`src/rtl/sm_rom_accumulator.sv`:
```
// sm_rom_accumulator: sums COUNT sign-magnitude ROM words from BASE with sticky overflow
module sm_rom_accumulator #(
  parameter int N = 4,
  parameter int ADDR_W = 8
) (
  input  logic              clk,
  input  logic              reset_n,
  input  logic              start,
  input  logic [ADDR_W-1:0] base_addr,
  input  logic [ADDR_W-1:0] count,
  output logic [ADDR_W-1:0] rom_addr,
  input  logic [N-1:0]      rom_data,
  output logic [N-1:0]      add_a,
  output logic [N-1:0]      add_b,
  input  logic [N-1:0]      add_sum,
  output logic [N-1:0]      result,
  output logic              overflow,
  output logic              busy,
  output logic              done
);
  typedef enum logic [1:0] {IDLE, FETCH, ACC, DONE} state_t;
  state_t state, state_nxt;
  logic [ADDR_W-1:0] base, cnt, idx, idx_inc;
  logic [N-1:0] b_norm, sum_norm, mag_sum;
  logic ovf;
  // operand shaping, overflow detection and Moore next-state
  always_comb begin
    b_norm = ~|rom_data[N-2:0] ? '0 : rom_data;
    sum_norm = ~|add_sum[N-2:0] ? '0 : add_sum;
    mag_sum = {1'b0, result[N-2:0]} + {1'b0, b_norm[N-2:0]};
    ovf = (result[N-1] == b_norm[N-1]) && mag_sum[N-1];
    idx_inc = idx + ADDR_W'(1);
    add_a = result;
    add_b = b_norm;
    busy = (state == FETCH) || (state == ACC);
    done = state == DONE;
    state_nxt = state == IDLE  ? (!start ? IDLE : ~|count ? DONE : FETCH)
              : state == FETCH ? ACC
              : state == ACC   ? (idx_inc == cnt ? DONE : FETCH)
              : IDLE;
  end
  // state, run context and accumulator; the ROM address is presented on entry to FETCH
  // so that the synchronous ROM returns the word during ACC
  always_ff @(posedge clk) begin
    if (!reset_n) begin
      state <= IDLE;
      rom_addr <= '0;
      result <= '0;
      overflow <= 1'b0;
      base <= '0;
      cnt <= '0;
      idx <= '0;
    end else begin
      state <= state_nxt;
      if (state == IDLE && start) begin
        base <= base_addr;
        cnt <= count;
        idx <= '0;
        result <= '0;
        overflow <= 1'b0;
        if (|count) rom_addr <= base_addr;
      end
      if (state == ACC) begin
        result <= sum_norm;
        idx <= idx_inc;
        overflow <= overflow | ovf;
        if (idx_inc != cnt) rom_addr <= base + idx_inc;
      end
    end
  end
endmodule

```
`config.mk`:
```
export PLATFORM = sky130hd
export DESIGN_NAME = sm_rom_accumulator
export DESIGN_NICKNAME = d
export VERILOG_FILES = /design/src/rtl/sm_rom_accumulator.sv
export SDC_FILE = /design/constraint.sdc
export NUM_CORES = 1
export LEC_CHECK = 0
export CORE_AREA = 2 2 76 78
export CTS_CLUSTER_DIAMETER = 150
export DETAILED_ROUTE_END_ITERATION = 10
export DIE_AREA = 0 0 78 80
export PLACE_DENSITY = 0.74
export SETUP_SLACK_MARGIN = 0.05
export SKIP_LAST_GASP = 1
export SYNTH_ARGS = -nofsm -noshare
export SYNTH_HDL_FRONTEND = slang
export SYNTH_SLANG_ARGS = --single-unit
export TNS_END_PERCENT = 50
```
`constraint.sdc`:
```
create_clock -name clk -period 2.1 [get_ports clk]
set_clock_uncertainty 0.1 [all_clocks]
set_input_delay 0.42 -clock clk [delete_from_list [all_inputs] [get_ports clk]]
set_output_delay 0.42 -clock clk [all_outputs]
set_load 0.05 [all_outputs]
```
==> summary.txt, run 1 <==
Layout
  – Synth-to-Final Area Change: 47.74%
  – FF/Latch Area: ~790 sq um
  – Nets: 410
  – Final core occ: 0.6662
  – FILL cells: around 450
  – Non-Filler Instances: 441
  – Area of the multi-input gates: between 0.0015 and 0.002 sq mm
  – Fraction of layout cells with a size suffix above 1: 0.2602
  – ANT cells: 0

Setup path
  – Critical Path Source Type: register
  – RR Endpoint: state[1]
  – Crit Path Max Fanout: 3
  – R2R cell count: 9
  – Reg2reg setup slack: -0.10 ns
  – Capturing element type of the critical path: register
  – Critical path required time: between 2 and 2.5 ns
  – Crit Path Category: register to register
  – Worst path arrival time: 2.35 ns
  – Critical R2R Launch: idx[1]

GRT
  – Largest net degree at the start of global routing: 48
  – GRT Util Overall: 0.2053
  – GR Overflow Total: 0
  – First-pass GRT wire length: 10,010 microns
  – Initial antenna violation count: 0
  – Vias in the first global route: between 2,000 and 2,500

Clock tree
  – CTS sink count: 39
  – CTS tree: built
  – Skew-Pair Late Insertion Delay: approximately 0.3 ns
  – Hold_buf cts: 0
  – H-tree depth: 2
  – CTS clk-pin slew, worst paths: about 0.090 ns
  – CTS Root Cell: clkbuf_8
  – CTS buffer count: 5
  – Clock buffer depth: 2

Floorplan
  – Core area: ~0.0054 sq mm
  – Die height: ~80 microns
  – Starting Density: 0.4509
  – # IOs: 50
  – FP Rows: 27
  – Die ar.: about 0.0062 sq mm
  – Chip width: 78 microns

STA
  – RSZ-0062 raised after global routing: true
  – Final cycle utilization of the critical path: 1.048
  – Final setup margin: -0.1000 ns
  – Fmax: 454.5 MHz
  – Setup TNS: -0.4238 ns
  – Worst slew pin tran: approximately 0.54 ns
  – Final hold vios: 0
  – Max-slew violations: 0
  – Clock period minus worst slack: roughly 2.2 ns
  – Slew Limit Headroom: 0.6387
  – Hold WS: 0.3782 ns
  – Finish-stage setup viols: 9

Pwr
  – VDD IR max: roughly 0.38 mV
  – PnR Total Power: ~1900 uW
  – P per Cell Area: around 530 mW/mm^2
  – Total leakage power: roughly 0.0015 uW

Synthesis
  – Netlist cell types: 42
  – Most common cell in the netlist: nand2_1
  – Post-synthesis sequential area ratio: 0.3203
  – Post-synth EDFFs: 0
  – Syn Nets: around 330
  – Asr flop ratio synth: 0
  – Primary FF master, synth: dfxtp_1
  – Post-synth top cells: 67 x nand2_1, 39 x dfxtp_1, 17 x a21boi_0
  – Post-synthesis cell area: between 0.002 and 0.0025 sq mm
  – Syn_area_per_cell: around 8.3 sq um
  – Largest cells by area after synthesis: dfxtp_1 32%, nand2_1 10%, ha_1 7.2%, a21boi_0 5.2%, mux2_2 4.2%
  – Yosys reg bits: 39
  – Synth warn: 0
  – Share of the synthesized area in the top cell type: 0.3203
  – Synth Instances: 292
  – Dominant cell type by area after synthesis: dfxtp_1

Routing
  – Wirelength per Cell: approximately 14 microns
  – Met3 routed WL: between 200 and 250 microns
  – M1 WL: between 2000 and 3000 microns
  – Final WL: around 6200 microns
  – Wire length on met2: between 3000 and 4000 microns
  – Post-DR vias/cell: roughly 5.1
  – Starting DRC count in detailed routing: 86
  – Uppermost routed layer: met4
  – Post-route ant nets: 0
  – # DRC: 0
  – 1st-pass router iterations: 4
  – Total number of vias: approximately 2,300

Place
  – Detailed Place HPWL: 4443 microns
  – Global placement routability congestion: 0.8087
  – Placed insts: approximately 430
  – Port Buffer Count: 49

Hold path
  – Hold Path Depth: 2
  – Min-Delay Path Class: register to register
  – Min-delay src: base[0]
  – WHS Endpoint: base[0]

Status
  – Status: finished, violations left
  – Failing checks: negative setup slack

Flow run
  – Maxcap violations: 0
==> layer usage <==
layer	vias up	GRT usage
met1	1070	0.2642
li1	1140	-
met5	-	0
met4	0	0.05263
met3	7	0.04186
met2	38	0.3517
==> metrics by stage <==
step	area [sq um]	setup slack [ns]
CTS	3553	-0.1027
floorplan	2512	0.03083
global route	3601	-0.2375
finish	3601	-0.1000
detailed placement	3321	-0.2557
global placement	3321	-0.1994
==> flip-flops by register name (all words and copies together) (netlist names) <==
register / cells
base: 8
state: 2
add_a: 4
rom_addr: 8
cnt: 8
overflow: 1
idx: 8
==> critical path: stages, from the launching register on <==
cell	delay (ns)
dfxtp_2	0.36
ha_4	0.18
xor2_4	0.26
xor2_2	0.12
a2111oi_4	0.33
nand4_2	0.23
buf_4	0.20
buf_6	0.11
nor3_2	0.12
o21a_1	0.15
==> repair_timing <==
item | CTS | global route
pin swaps | 12 | 12
gates resized for setup | 14 | 8
endpoints found under the setup margin | 9 | 17
setup buffers | 4 | 2
==> power breakdown <==
part	switching [uW]	internal (uW)	leakage, uW
combinational	246	230	0.00108
sequential	29.1	775	0.000321
clock	280	337	0.0000594
total	555	1340	0.00146
==> how the worst max path moves through the flow <==
stage	cells past startpoint	startpoint	end	slack [ns]
2_1_floorplan	8	idx[0]	rom_addr[6]	0.03
3_3_place_gp	7	count[5]	rom_addr[1]	-0.20
3_5_place_dp	7	count[3]	rom_addr[6]	-0.26
4_1_cts	10	idx[1]	rom_addr[7]	-0.10
5_1_grt	9	idx[0]	state[1]	-0.24
6_report	9	idx[1]	state[1]	-0.10
==> cells by family (layout without fill, tap and decap cells) <==
logic type / after synthesis / count (layout) / share of synthesized area
xor+xnor: 21 / 21 / 0.08162
fa+ha+maj: 15 / 15 / 0.08008
buf+inv: 27 / 104 / 0.04928
simple gates: 113 / 113 / 0.2187
compound gates: 59 / 59 / 0.1715
flops: 39 / 39 / 0.3203
mux: 18 / 18 / 0.07854
==> cell usage in the layout (no fill, tap or decap), types with 9 or more instances in the layout <==
cell type	n
buf_4	39
dfxtp_1	35
clkdlybuf4s50_1	43
mux2_2	9
and2_1	9
xnor2_1	9
nand2_1	67
a21boi_0	17
o21ai_0	12
ha_1	10
mux2i_1	9
a21oi_1	9
==> layout make-up <==
class / instances / share of cell area
clock inverter: 1 / 0.001390
multi-input combinational: 226 / 0.4753
clock buffer: 7 / 0.02988
sequential: 39 / 0.2196
tap: 72 / 0.02502
inverter: 5 / 0.005212
timing repair buffer: 91 / 0.2436
No activity file was read; power rests on OpenSTA's default activity.
==> run 2: changes to the inputs <==
CORE_AREA = 2 2 102 104   (was 2 2 76 78)
DIE_AREA = 0 0 104 106   (was 0 0 78 80)
PLACE_DENSITY = not set   (was 0.74)
==> summary.txt, run 2 (synthesis results as in run 1) <==
Status
  – Status: finished, violations left
  – Failing checks: negative setup slack

STA
  – Finish-stage setup viols: 8 (-1)
  – RSZ-0062 raised after global routing: true
  – Slew Limit Headroom: 0.6144 (-0.02426)
  – Fmax: 458.6 MHz (+0.89%)
  – Final cycle utilization of the critical path: 1.038 (-0.009257)
  – Hold WS: 0.3865 ns (+0.008299 ns)
  – Clock period minus worst slack: 2.181 ns (-0.01944 ns)
  – Final hold vios: 0 (unchanged)
  – Max-slew violations: 0 (unchanged)
  – Final setup margin: -0.08056 ns (+0.01944 ns)
  – Worst slew pin tran: 0.5783 ns (+0.03640 ns)

Clock tree
  – H-tree depth: 2 (unchanged)
  – CTS sink count: 39 (unchanged)
  – CTS buffer count: 5 (unchanged)
  – Clock buffer depth: 2 (unchanged)
  – Skew-Pair Late Insertion Delay: 0.30 ns (about the same)
  – CTS tree: built
  – CTS Root Cell: clkbuf_8
  – CTS clk-pin slew, worst paths: 0.08 ns (about the same)
  – Hold_buf cts: 0 (unchanged)

Routing
  – Starting DRC count in detailed routing: 66 (-23%)
  – # DRC: 0 (unchanged)
  – Post-DR vias/cell: 4.396 (-14%)
  – Wirelength per Cell: 12.73 microns (-9.7%)
  – Post-route ant nets: 0 (unchanged)
  – Total number of vias: 2,207 (-2.1%)
  – 1st-pass router iterations: 4 (unchanged)
  – Final WL: 6391 microns (+2.8%)

Setup path
  – Crit Path Max Fanout: 3 (unchanged)
  – Max stage delay on crit path: 0.37 ns (about the same)
  – WP depth: 10 (+1)
  – CP dominant cell by count: ha_4
  – CP cell instances: ha_4 > xor2_4 > ha_4 > buf_4 > nand3_1 > o211ai_1 > o41ai_2 > xnor2_1 > nand2_1 > mux2i_1
  – CP max-delay cell: dfxtp_4
  – Critical Path Source Type: register
  – Crit Path Category: register to register
  – R2R cell count: 10 (+1)
  – Critical path's top delay family: adder cells
  – Capturing element type of the critical path: register
  – Critical path required time: 2.24 ns (about the same)
  – Buf+Inv Stages, Crit Path: 1 (-1)
  – Worst path arrival time: 2.32 ns (-0.03 ns)

GRT
  – Largest net degree at the start of global routing: 48 (unchanged)
  – GRT Util Overall: 0.1191 (-0.08618)
  – Initial antenna violation count: 0 (unchanged)
  – Vias in the first global route: 2,235 (+3.9%)
  – First-pass GRT wire length: 10,590 microns (+5.9%)
  – GR Overflow Total: 0 (unchanged)

Layout
  – Fraction of layout cells with a size suffix above 1: 0.2486 (-0.01153)
  – FILL cells: 1,056 (+140%)
  – Final core occ: 0.3610 (-0.3052)
  – Non-Filler Instances: 502 (+14%)
  – Fin area: 0.003610 sq mm (+0.24%)
  – Commonest non-fill, non-tap cell in the layout: nand2_1
  – FF/Latch Area: 790.8 sq um (unchanged)
  – Nets: 407 (-0.73%)
  – ANT cells: 0 (unchanged)
  – Area of the multi-input gates: 0.001685 sq mm (-1.5%)
  – Synth-to-Final Area Change: 48.10%
  – Most frequent cells in the layout: 67 x nand2_1, 42 x clkdlybuf4s50_1, 40 x buf_4, 35 x dfxtp_1, 17 x a21boi_0

Pwr
  – Psw: 554.5 uW (about the same)
  – VDD IR max: 0.2766 mV (-27%)
  – Pint: 1296 uW (-3.5%)
  – Switching share of power: 0.2997 (+0.007302)
  – Sequential share of power: 0.435 (+0.011)
  – Clk network pwr share: 0.315 (-0.010)
  – Comb pwr share: 0.250 (about the same)
  – Total leakage power: 0.001441 uW (-1.1%)
  – P per Cell Area: 512.6 mW/mm^2 (-2.7%)

Place
  – Dpl ws: -0.2819 ns (-0.02615 ns)
  – Port Buffer Count: 49 (unchanged)
  – Detailed Place HPWL: 4673 microns (+5.2%)
  – Global placement routability congestion: 0.8140 (+0.66%)
  – Placed insts: 493 (+15%)
  – Placed Area: 0.003413 sq mm (+2.8%)

Hold path
  – Hold Path Depth: 2 (unchanged)
  – Min-Delay Path Class: register to register

Floorplan
  – Die height: 106 microns (+33%)
  – FP Rows: 37 (+37%)
  – Chip width: 104 microns (+33%)
  – Starting Density: 0.2437 (-0.2072)
  – # IOs: 50 (unchanged)
  – Die ar.: 0.01102 sq mm (+77%)
  – Core area: 0.01000 sq mm (+85%)

Flow run
  – Maxcap violations: 0 (unchanged)
## run 2: cell count changes in the layout (fill, tap and decap cells not counted), moves of 2 or more
cell	before	now
buf_6	3	0
nand3_1	4	7
nand3_2	3	1
xnor2_2	1	3
## run 2: worst paths after layout
kind	start	end	slack, ns
max	idx[0]	rom_addr[7]	-0.08
min	cnt[1]	cnt[1]	0.39
max reg2reg	idx[0]	rom_addr[7]	-0.08
min reg2reg	cnt[1]	cnt[1]	0.39
## run 2: what timing repair did
item / in CTS / in global routing
gates resized for setup: 7 / 7
buffers inserted: 0 / 1
pin swaps: 4 / 1
cloned: 0 / 0
setup endpoints to repair: 12 / 17
## run 2: metrics by stage
step / setup TNS [ns] / power (uW)
after CTS: -0.5104 / 1874
final: -0.4266 / 1850
after detailed placement: -2.004 / 1282
after global routing: -1.638 / 1958
after floorplan: 0 / 1085
after global placement: -1.768 / 1273
## run 2: cell type report
| type | count | share of cell area |
|---|---|---|
| clock buffer | 7 | 0.02669 |
| inverter | 5 | 0.005199 |
| timing repair buffer | 88 | 0.2329 |
| sequential | 39 | 0.2191 |
| multi-input combinational | 226 | 0.4669 |
| tap | 136 | 0.04714 |
| clock inverter | 1 | 0.002080 |
## run 2: power groups by stage
stage               Combinational [uW]  Clock (uW)  Sequential (uW)
finish                             463         582              805
detailed placement                 460           0              822
CTS                                465         603              806
global placement                   451           0              822
floorplan                          218           0              867
global route                       502         645              811
## run 2: per-layer routing
metal / global-route usage / vias to the layer above / routed length (microns)
met5: 0 / - / 0
met4: 0.03571 / 0 / 114
met3: 0.03066 / 10 / 216
met2: 0.2119 / 29 / 3127
met1: 0.1408 / 1032 / 2933
li1: - / 1136 / -
## run 2: worst min-delay path: stages (launching register included)
cell,delay (ns)
dfxtp_1,0.32
nand2_1,0.05
a21boi_0,0.07
==> run 3: changes to the inputs <==
CTS_BUF_LIST = sky130_fd_sc_hd__clkbuf_8   (was not set)
==> results of run 3 <==
Same layout as run 2: the final DEF is identical, and so are final timing and power.
